**src/rtl/mem_arbiter_pkg.sv**
```systemverilog
// Shared operation encoding for the arbiter's requester and memory buses.
package mem_arbiter_pkg;

    typedef enum logic [1:0] {
        Op_INVALID = 2'd0,
        Op_READ    = 2'd1,
        Op_WRITE   = 2'd2
    } op_e;

endpackage

```
**src/rtl/mem_arbiter_if.sv**
```systemverilog
// Bundle of both requester ports and the memory-side bus around mem_arbiter.
interface mem_arbiter_if
    import mem_arbiter_pkg::*;
#(
    parameter int unsigned ADDR_W = 6,
    parameter int unsigned DATA_W = 8
);

    op_e               req_op_0;
    logic [ADDR_W-1:0] req_addr_0;
    logic [DATA_W-1:0] req_data_0;
    logic              req_gnt_0;
    logic              rsp_vld_0;
    logic [DATA_W-1:0] rsp_data_0;

    op_e               req_op_1;
    logic [ADDR_W-1:0] req_addr_1;
    logic [DATA_W-1:0] req_data_1;
    logic              req_gnt_1;
    logic              rsp_vld_1;
    logic [DATA_W-1:0] rsp_data_1;

    logic              mem_rst;
    op_e               mem_req_op;
    logic [ADDR_W-1:0] mem_req_addr;
    logic [DATA_W-1:0] mem_req_data;
    logic              mem_rsp_vld;
    logic [DATA_W-1:0] mem_rsp_data;

    // Environment side: requesters plus the memory block.
    modport master (
        output req_op_0, req_addr_0, req_data_0,
        input  req_gnt_0, rsp_vld_0, rsp_data_0,
        output req_op_1, req_addr_1, req_data_1,
        input  req_gnt_1, rsp_vld_1, rsp_data_1,
        input  mem_rst, mem_req_op, mem_req_addr, mem_req_data,
        output mem_rsp_vld, mem_rsp_data
    );

    // Arbiter side.
    modport slave (
        input  req_op_0, req_addr_0, req_data_0,
        output req_gnt_0, rsp_vld_0, rsp_data_0,
        input  req_op_1, req_addr_1, req_data_1,
        output req_gnt_1, rsp_vld_1, rsp_data_1,
        output mem_rst, mem_req_op, mem_req_addr, mem_req_data,
        input  mem_rsp_vld, mem_rsp_data
    );

endinterface

```
**src/rtl/mem_arbiter.sv**
```systemverilog
// Round-robin arbiter sharing one single-port memory between two requesters,
// sequencing the memory clear after reset and steering read data back by tag.
module mem_arbiter
    import mem_arbiter_pkg::*;
#(
    parameter int unsigned ADDR_W       = 6,
    parameter int unsigned DATA_W       = 8,
    parameter int unsigned CLEAR_CYCLES = 2
) (
    input  logic         clk,
    input  logic         rst_n,
    mem_arbiter_if.slave bus
);

    localparam int unsigned CNT_W    = (CLEAR_CYCLES > 1) ? $clog2(CLEAR_CYCLES) : 1;
    localparam logic [CNT_W-1:0] CLR_LAST = CNT_W'(CLEAR_CYCLES - 1);

    typedef enum logic {
        ST_INIT = 1'b0,
        ST_RUN  = 1'b1
    } state_e;

    state_e            r_state;
    logic [CNT_W-1:0]  r_clr_cnt;
    logic              r_rr_ptr;
    logic              r_src_q;
    logic              r_rd_tag_q;
    logic              r_mem_rst;
    op_e               r_mem_req_op;
    logic [ADDR_W-1:0] r_mem_req_addr;
    logic [DATA_W-1:0] r_mem_req_data;

    logic w_pend_0;
    logic w_pend_1;
    logic w_gnt_0;
    logic w_gnt_1;
    logic w_rsp_vld_0;
    logic w_rsp_vld_1;

    assign w_pend_0 = (bus.req_op_0 != Op_INVALID);
    assign w_pend_1 = (bus.req_op_1 != Op_INVALID);

    // Grant: lone requester wins outright, contention resolved by rr_ptr.
    always_comb begin
        w_gnt_0 = 1'b0;
        w_gnt_1 = 1'b0;
        if (r_state == ST_RUN) begin
            if (w_pend_0 && w_pend_1) begin
                w_gnt_0 = ~r_rr_ptr;
                w_gnt_1 = r_rr_ptr;
            end else begin
                w_gnt_0 = w_pend_0;
                w_gnt_1 = w_pend_1;
            end
        end
    end

    always_ff @(posedge clk or negedge rst_n) begin
        if (!rst_n) begin
            r_state        <= ST_INIT;
            r_clr_cnt      <= '0;
            r_rr_ptr       <= 1'b0;
            r_src_q        <= 1'b0;
            r_rd_tag_q     <= 1'b0;
            r_mem_rst      <= 1'b1;
            r_mem_req_op   <= Op_INVALID;
            r_mem_req_addr <= '0;
            r_mem_req_data <= '0;
        end else begin
            case (r_state)
                ST_INIT: begin
                    r_mem_rst <= 1'b1;
                    if (r_clr_cnt == CLR_LAST) begin
                        r_state   <= ST_RUN;
                        r_mem_rst <= 1'b0;
                    end else begin
                        r_clr_cnt <= r_clr_cnt + CNT_W'(1);
                    end
                end
                ST_RUN: begin
                    r_mem_rst <= 1'b0;
                end
                default: begin
                    r_state <= ST_INIT;
                end
            endcase

            // Issue the granted op; the pointer always moves to the loser.
            if (w_gnt_0) begin
                r_mem_req_op   <= bus.req_op_0;
                r_mem_req_addr <= bus.req_addr_0;
                r_mem_req_data <= bus.req_data_0;
                r_src_q        <= 1'b0;
                r_rr_ptr       <= 1'b1;
            end else if (w_gnt_1) begin
                r_mem_req_op   <= bus.req_op_1;
                r_mem_req_addr <= bus.req_addr_1;
                r_mem_req_data <= bus.req_data_1;
                r_src_q        <= 1'b1;
                r_rr_ptr       <= 1'b0;
            end else begin
                r_mem_req_op   <= Op_INVALID;
            end

            if (r_mem_req_op == Op_READ) begin
                r_rd_tag_q <= r_src_q;
            end
        end
    end

    // Responses only route while running so nothing leaks out across a reset.
    assign w_rsp_vld_0 = bus.mem_rsp_vld && (r_state == ST_RUN) && (r_rd_tag_q == 1'b0);
    assign w_rsp_vld_1 = bus.mem_rsp_vld && (r_state == ST_RUN) && (r_rd_tag_q == 1'b1);

    assign bus.req_gnt_0    = w_gnt_0;
    assign bus.req_gnt_1    = w_gnt_1;
    assign bus.rsp_vld_0    = w_rsp_vld_0;
    assign bus.rsp_vld_1    = w_rsp_vld_1;
    assign bus.rsp_data_0   = w_rsp_vld_0 ? bus.mem_rsp_data : '0;
    assign bus.rsp_data_1   = w_rsp_vld_1 ? bus.mem_rsp_data : '0;
    assign bus.mem_rst      = r_mem_rst;
    assign bus.mem_req_op   = r_mem_req_op;
    assign bus.mem_req_addr = r_mem_req_addr;
    assign bus.mem_req_data = r_mem_req_data;

endmodule

```
**src/flat_wrapper.sv**
```systemverilog
// flat-port wrapper written by rule: the top's interface ports become plain ports
module mem_arbiter_flat import mem_arbiter_pkg::*;
#(
    parameter int unsigned ADDR_W       = 6,
    parameter int unsigned DATA_W       = 8,
    parameter int unsigned CLEAR_CYCLES = 2
)
  (clk, rst_n, bus_req_op_0, bus_req_addr_0, bus_req_data_0, bus_req_gnt_0, bus_rsp_vld_0, bus_rsp_data_0, bus_req_op_1, bus_req_addr_1, bus_req_data_1, bus_req_gnt_1, bus_rsp_vld_1, bus_rsp_data_1, bus_mem_rst, bus_mem_req_op, bus_mem_req_addr, bus_mem_req_data, bus_mem_rsp_vld, bus_mem_rsp_data);
  mem_arbiter_if #(.ADDR_W(ADDR_W), .DATA_W(DATA_W)) bus_i ();
  input  logic clk;
  input  logic rst_n;
  input wire logic [$bits(bus_i.req_op_0)-1:0] bus_req_op_0;
  input wire logic [$bits(bus_i.req_addr_0)-1:0] bus_req_addr_0;
  input wire logic [$bits(bus_i.req_data_0)-1:0] bus_req_data_0;
  output wire logic [$bits(bus_i.req_gnt_0)-1:0] bus_req_gnt_0;
  output wire logic [$bits(bus_i.rsp_vld_0)-1:0] bus_rsp_vld_0;
  output wire logic [$bits(bus_i.rsp_data_0)-1:0] bus_rsp_data_0;
  input wire logic [$bits(bus_i.req_op_1)-1:0] bus_req_op_1;
  input wire logic [$bits(bus_i.req_addr_1)-1:0] bus_req_addr_1;
  input wire logic [$bits(bus_i.req_data_1)-1:0] bus_req_data_1;
  output wire logic [$bits(bus_i.req_gnt_1)-1:0] bus_req_gnt_1;
  output wire logic [$bits(bus_i.rsp_vld_1)-1:0] bus_rsp_vld_1;
  output wire logic [$bits(bus_i.rsp_data_1)-1:0] bus_rsp_data_1;
  output wire logic [$bits(bus_i.mem_rst)-1:0] bus_mem_rst;
  output wire logic [$bits(bus_i.mem_req_op)-1:0] bus_mem_req_op;
  output wire logic [$bits(bus_i.mem_req_addr)-1:0] bus_mem_req_addr;
  output wire logic [$bits(bus_i.mem_req_data)-1:0] bus_mem_req_data;
  input wire logic [$bits(bus_i.mem_rsp_vld)-1:0] bus_mem_rsp_vld;
  input wire logic [$bits(bus_i.mem_rsp_data)-1:0] bus_mem_rsp_data;
  assign bus_i.req_op_0 = bus_req_op_0;
  assign bus_i.req_addr_0 = bus_req_addr_0;
  assign bus_i.req_data_0 = bus_req_data_0;
  assign bus_req_gnt_0 = bus_i.req_gnt_0;
  assign bus_rsp_vld_0 = bus_i.rsp_vld_0;
  assign bus_rsp_data_0 = bus_i.rsp_data_0;
  assign bus_i.req_op_1 = bus_req_op_1;
  assign bus_i.req_addr_1 = bus_req_addr_1;
  assign bus_i.req_data_1 = bus_req_data_1;
  assign bus_req_gnt_1 = bus_i.req_gnt_1;
  assign bus_rsp_vld_1 = bus_i.rsp_vld_1;
  assign bus_rsp_data_1 = bus_i.rsp_data_1;
  assign bus_mem_rst = bus_i.mem_rst;
  assign bus_mem_req_op = bus_i.mem_req_op;
  assign bus_mem_req_addr = bus_i.mem_req_addr;
  assign bus_mem_req_data = bus_i.mem_req_data;
  assign bus_i.mem_rsp_vld = bus_mem_rsp_vld;
  assign bus_i.mem_rsp_data = bus_mem_rsp_data;
  mem_arbiter #(.ADDR_W(ADDR_W), .DATA_W(DATA_W), .CLEAR_CYCLES(CLEAR_CYCLES)) u_core (.clk(clk), .rst_n(rst_n), .bus(bus_i));
endmodule
```
**config.mk**
```make
export PLATFORM = sky130hd
export DESIGN_NAME = mem_arbiter_flat
export DESIGN_NICKNAME = d
export VERILOG_FILES = /design/src/rtl/mem_arbiter_pkg.sv /design/src/rtl/mem_arbiter_if.sv /design/src/rtl/mem_arbiter.sv /design/src/flat_wrapper.sv
export SDC_FILE = /design/constraint.sdc
export NUM_CORES = 1
export LEC_CHECK = 0
export CAP_MARGIN = 10
export CORE_MARGIN = 2
export CORE_UTILIZATION = 36
export CTS_CLUSTER_SIZE = 25
export DETAILED_ROUTE_END_ITERATION = 7
export PLACE_DENSITY = 0.8
export SYNTH_ARGS = -nofsm -noshare
export SYNTH_HDL_FRONTEND = slang
export SYNTH_SLANG_ARGS = --single-unit
export TNS_END_PERCENT = 50
```
**constraint.sdc**
```tcl
create_clock -name clk -period 1.35 [get_ports clk]
set_input_delay 0.27 -clock clk [delete_from_list [all_inputs] [get_ports clk]]
set_output_delay 0.27 -clock clk [all_outputs]
set_load 0.02 [all_outputs]
```
==> run metrics, run 1 <==
outcome finished with violations; failing checks setup timing; finished layout cell area between 0.002 and 0.0025 mm²; YS warnings 0; period utilization 117%; final hold vios 0; first-pass GRT wire length roughly 7.6 mm; CTS root buf clkbuf_4; IO Count 80; Detailed Routing Iterations Pass 1 4; clock period minus worst slack 1.58 ns; HP Class in -> async; Slew Limit Fails 0; largest net degree at the start of global routing 23; largest family of logic cells by synthesized area compound AO/OA/AOI/OAI gates; HPWL after detailed placement roughly 3.2 mm; Initial Utilization 37.2%; worst-skew pair later-pin latency 0.31 ns; mux share of post-synthesis cell area 0.914%; adder-cell share of the synthesized area 0%; most frequent cells in the layout 37 x clkdlybuf4s50_1, 21 x buf_6, 19 x dfrtp_1, 18 x dlygate4sd2_1, 17 x buf_4; Core Area 0.00331 mm²; gpl congestion between 0.7 and 0.8; Crit Path Max Fanout 5; Clock Path Buffers 2; CTS tree built; nets 267; drt drc 0; grt total ovfl 0; Post-Synthesis Cell Area 0.00123 mm²; Chip Height 62.5 µm; met3 WL 343 µm; FF+latch count, synth 22; detailed-route via count 1,437; Syn Nets 169; crit path DAT 1.31 ns; area delta synth->final 98.4%; Seq/Total Area, Yosys 44.8%; Worst Max-Slew Pin Slew 0.325 ns; DRT iter0 DRCs 29; Max transition margin 78.2%; layout cells sized above 1 43.0%; M1 wire length 1.74 mm; Syn Inst Count 126; Reg clk slew, reported paths 0.13 ns; RSZ-0062 raised after global routing yes; Post-Syn Area per Cell between 9 and 10 µm²; CP Launch Type flop; top sig layer met4; IO buf count a little under 80; WP data required approximately 1.1 ns; Setup WS post-layout -0.233 ns; worst hold slack 0.276 ns; placed cell area 0.00220 mm²; H-tree lvl count 1; maximum VDD drop between 0.5 and 0.6 mV; commonest non-fill, non-tap cell in the layout clkdlybuf4s50_1; Synth Area in Compound Gates 33.4%; # setup viols final 34; post-layout util 73.8%; xor/xnor share of the synthesized area 0%; Via density 5.34; Yosys cell types 27; Setup TNS -4.37 ns; ant diodes 0; die width about 63 µm; simple-gate share of the synthesized area 15.8%; routed wl met2 2.55 mm; die area 0.00391 mm²; cts bufs inserted 3; Core Rows 21; vias in the first global route about 1.5k; GRT Util Overall 24.3%; critical path class reg -> out; Final ANT Viol Nets 0; PwrDens roughly 1100 mW/mm²; skew final 0.00457 ns; total power draw 0.00260 W; Lkg Pwr 1.04 nW; fmax between 600 and 700 MHz; cts hold-fix bufs 0; WL final 4.70 mm; initial antenna violation count 0; CP endpoint kind output port; Wirelength per Cell 17.5 µm; clock sinks 22; maximum capacitance violations 0
-- layout make-up --
class,instances,area (µm²)
clock inverters,1,30.0
fillers,266,866
flip-flops and latches,22,554
clock buffers,3,22.5
multi-input cells,94,781
inverters,2,7.51
repair buffers,101,992
well taps,46,57.6
-- final timing paths --
path,start,endpoint,slack [ns],cells past startpoint
min reg2reg,u_core.r_clr_cnt,u_core.r_clr_cnt,0.48,1
min,rst_n,u_core.bus.mem_req_data[3],0.28,2
max,u_core.r_state,bus_rsp_data_1[1],-0.23,3
max reg2reg,u_core.r_state,u_core.bus.mem_req_op[0],-0.12,7
min in group clk,u_core.r_clr_cnt,u_core.r_clr_cnt,0.48,1
max in group asynchronous,rst_n,u_core.bus.mem_rst,0.85,2
-- repair_timing --
action                                  in CTS  in global routing
buffers inserted                             3                  3
endpoints found under the setup margin      51                 40
resized for setup                          171                 11
pin swaps                                   12                  6
cloned                                       2                  0
endpoints found under the hold margin        0                  0
-- kinds of logic (layout without fill, tap and decap cells) --
kind of cell | Yosys count | count (layout)
compound gates | 53 | 53
mux | 1 | 1
flops | 22 | 22
simple gates | 38 | 40
buf+inv | 12 | 107
-- Yosys cell counts --
cell type,count,area (µm²)
nand2_1,1,3.75
a41oi_1,13,114
a41oi_2,1,16.3
dfstp_2,1,26.3
nand2b_1,1,6.26
and3_1,1,6.26
mux2_1,1,11.3
o21ai_0,14,70.1
clkbuf_1,3,11.3
inv_1,2,7.51
and2_1,16,100
o21a_1,1,7.51
dfrtp_1,21,526
o41a_1,1,11.3
nor2_1,16,60.1
buf_6,1,11.3
or2_1,2,12.5
nor2b_1,1,6.26
o22a_1,1,8.76
o41ai_4,1,27.5
buf_2,5,25.0
a21oi_2,11,96.3
a21oi_1,4,20.0
buf_4,1,7.51
a21o_1,1,7.51
a22o_1,2,17.5
o21ai_1,3,15.0
-- worst max-delay path, stage by stage (launching register included) --
cell,delay (ns)
dfrtp_2,0.48
and3_4,0.22
and2_1,0.15
buf_2,0.15
-- registers in the layout, indices dropped and copies added, names as in the netlist --
register,count
u_core.bus.mem_req_addr,6
u_core.r_src_q,1
u_core.r_rr_ptr,1
u_core.bus.mem_req_data,8
u_core.r_rd_tag_q,1
u_core.bus.mem_rst,1
u_core.bus.mem_req_op,2
u_core.r_state,1
u_core.r_clr_cnt,1
-- layer usage --
layer	GRT usage, %	vias up
li1	-	658
met1	26.0	700
met2	47.7	73
met3	4.86	6
met4	6.94	0
met5	0	-
-- power by group --
group	internal [W]	switching [W]	leakage [nW]
Combinational	0.000666	0.000596	0.764
Clock	0.000300	0.000214	0.0279
Sequential	0.000756	0.0000678	0.253
Total	0.00172	0.000877	1.04
-- metrics by stage --
stage,cells,worst slack [ns]
2_1_floorplan,126,-0.0227
3_3_place_gp,257,-0.662
3_5_place_dp,257,-0.730
4_1_cts,266,-0.246
5_1_grt,269,-0.292
6_report,269,-0.233
Note: power is estimated with default switching activity, not from simulation.
==> inputs of run 2 (changes only) <==
--- a/config.mk
+++ b/config.mk
@@ -11,6 +11,7 @@
 export CTS_CLUSTER_SIZE = 25
 export DETAILED_ROUTE_END_ITERATION = 7
 export PLACE_DENSITY = 0.8
+export REMOVE_ABC_BUFFERS = 1
 export SYNTH_ARGS = -nofsm -noshare
 export SYNTH_HDL_FRONTEND = slang
 export SYNTH_SLANG_ARGS = --single-unit
==> run metrics, run 2 (synthesis results as in run 1) <==
final hold vios 0 (unchanged); detailed-route via count 1,366 (-4.9%); largest net degree at the start of global routing 23 (unchanged); worst-skew pair later-pin latency 0.31 ns (about the same); clock period minus worst slack 1.59 ns (+0.00762 ns); failing checks setup timing; placed cell area 0.00219 mm² (-0.40%); commonest non-fill, non-tap cell in the layout clkdlybuf4s50_1; ant diodes 0 (unchanged); maximum capacitance violations 0 (unchanged); Detailed Routing Iterations Pass 1 4 (unchanged); IO Count 80 (unchanged); first-pass GRT wire length 6.62 mm (-12%); final non-filler cell total 267 (-0.74%); Crit Path Max Fanout 4 (-1); nets 265 (-0.75%); Post-Place Worst Slack -0.765 ns (-0.0345 ns); Placed Cells 258 (+0.39%); fillers 264 (-0.75%); Core Rows 21 (unchanged); post-layout util 70.5% (-3.3 points); CP endpoint kind output port; Slew Limit Fails 0 (unchanged); cts hold-fix bufs 0 (unchanged); RSZ-0062 raised after global routing yes; GRT Util Overall 21.6% (-2.8 points); HPWL after detailed placement 3.11 mm (-1.9%); CTS root buf clkbuf_4; Wirelength per Cell 16.2 µm (-7.5%); Via density 5.12 (-4.2%); max FFs per register 8 (unchanged); layout cells sized above 1 35.7% (-7.3 points); clock sinks 22 (unchanged); Multi-input gate area 703 µm² (-9.9%); outcome finished with violations; Worst Max-Slew Pin Slew 0.297 ns (-0.0279 ns); skew final 0.00507 ns (+0.000497 ns); PwrDens 972 mW/mm² (-8.6%); area delta synth->final 89.4%; # setup viols final 20 (-41%); total power draw 0.00227 W (-13%); H-tree lvl count 1 (unchanged); vias in the first global route 1,381 (-11%); critical path class reg -> out; period utilization 118% (+0.56 points); Chip Height 62.5 µm (unchanged); Max transition margin 80.1% (+1.9 points); die area 0.00391 mm² (unchanged); crit path DAT 1.32 ns (about the same); Setup WS post-layout -0.240 ns (-0.00762 ns); grt total ovfl 0 (unchanged); FF+latch area 553 µm² (-0.23%); initial antenna violation count 0 (unchanged); finished layout cell area 0.00233 mm² (-4.5%); R2R depth 6 (-1); Reg clk slew, reported paths 0.12 ns (about the same); Setup crit start u_core.r_state; WL final 4.32 mm (-8.2%); fmax 629 MHz (-0.48%); cts bufs inserted 3 (unchanged); maximum VDD drop 0.586 mV (+0.21%); CP Launch Type flop; IO buf count 79 (unchanged); CTS tree built; Clock Path Buffers 2 (unchanged); die width 62.5 µm (unchanged); Core Area 0.00331 mm² (unchanged); HP Class in -> async; Final ANT Viol Nets 0 (unchanged); Initial Utilization 37.2% (unchanged); gpl congestion 0.850 (+8.6%); Lkg Pwr 1.03 nW (-1.6%); drt drc 0 (unchanged); most frequent cells in the layout 37 x clkdlybuf4s50_1, 20 x dfrtp_1, 17 x buf_6, 17 x buf_4, 14 x dlygate4sd2_1; DRT iter0 DRCs 30 (+3.4%); FF-to-FF Start u_core.r_state; WP data required 1.08 ns (about the same)
[run 2: repair_timing]
action	CTS	global route
endpoints found under the setup margin	51	39
pin swaps	11	5
gates resized for setup	139	41
cloned	1	0
buffers inserted	1	3
endpoints found under the hold margin	0	0
[run 2: final timing paths]
kind | endpoint | slack [ns]
min reg2reg | u_core.r_clr_cnt | 0.49
min in group clk | u_core.bus.mem_req_op[0] | 0.46
max in group asynchronous | u_core.bus.mem_rst | 0.83
min | u_core.bus.mem_req_addr[5] | 0.30
max reg2reg | u_core.bus.mem_req_data[4] | 0.06
max | bus_rsp_data_0[3] | -0.24
[run 2: area by class of cell]
cell class | instances | share of cell area, %
Clock buffer | 4 | 1.13
Inverter | 2 | 0.322
Multi-Input combinational cell | 92 | 30.1
Sequential cell | 22 | 23.7
Tap cell | 46 | 2.47
Timing Repair Buffer | 101 | 42.3
[run 2: routing by layer]
layer	up-vias	share of wire, %	GRT usage (%)
met5	-	0	0
met4	0	1.2	8.06
met3	4	5.4	4.50
met2	49	55	41.8
met1	665	39	22.5
li1	648	-	-
[run 2: worst max-delay path, cell delays in order (launching register included)]
cell	delay [ns]
dfrtp_2	0.46
nand2_2	0.09
nor2_4	0.03
buf_2	0.14
and2_1	0.17
buf_6	0.13
[run 2: where the power goes]
part / leakage (nW) / internal, W / total, W / switching [W]
combinational: 0.759 / 0.000590 / 0.00114 / 0.000551
clock: 0.0150 / 0.000115 / 0.000313 / 0.000197
sequential: 0.254 / 0.000753 / 0.000816 / 0.0000629
total: 1.03 / 0.00146 / 0.00227 / 0.000811
[run 2: through the flow]
step	TNS, ns	hold WS (ns)
detailed placement	-20.83	0.462
finish	-3.75	0.296
global route	-5.04	0.295
CTS	-4.66	0.296
global placement	-19.07	0.442
floorplan	-8.17	-0.0256
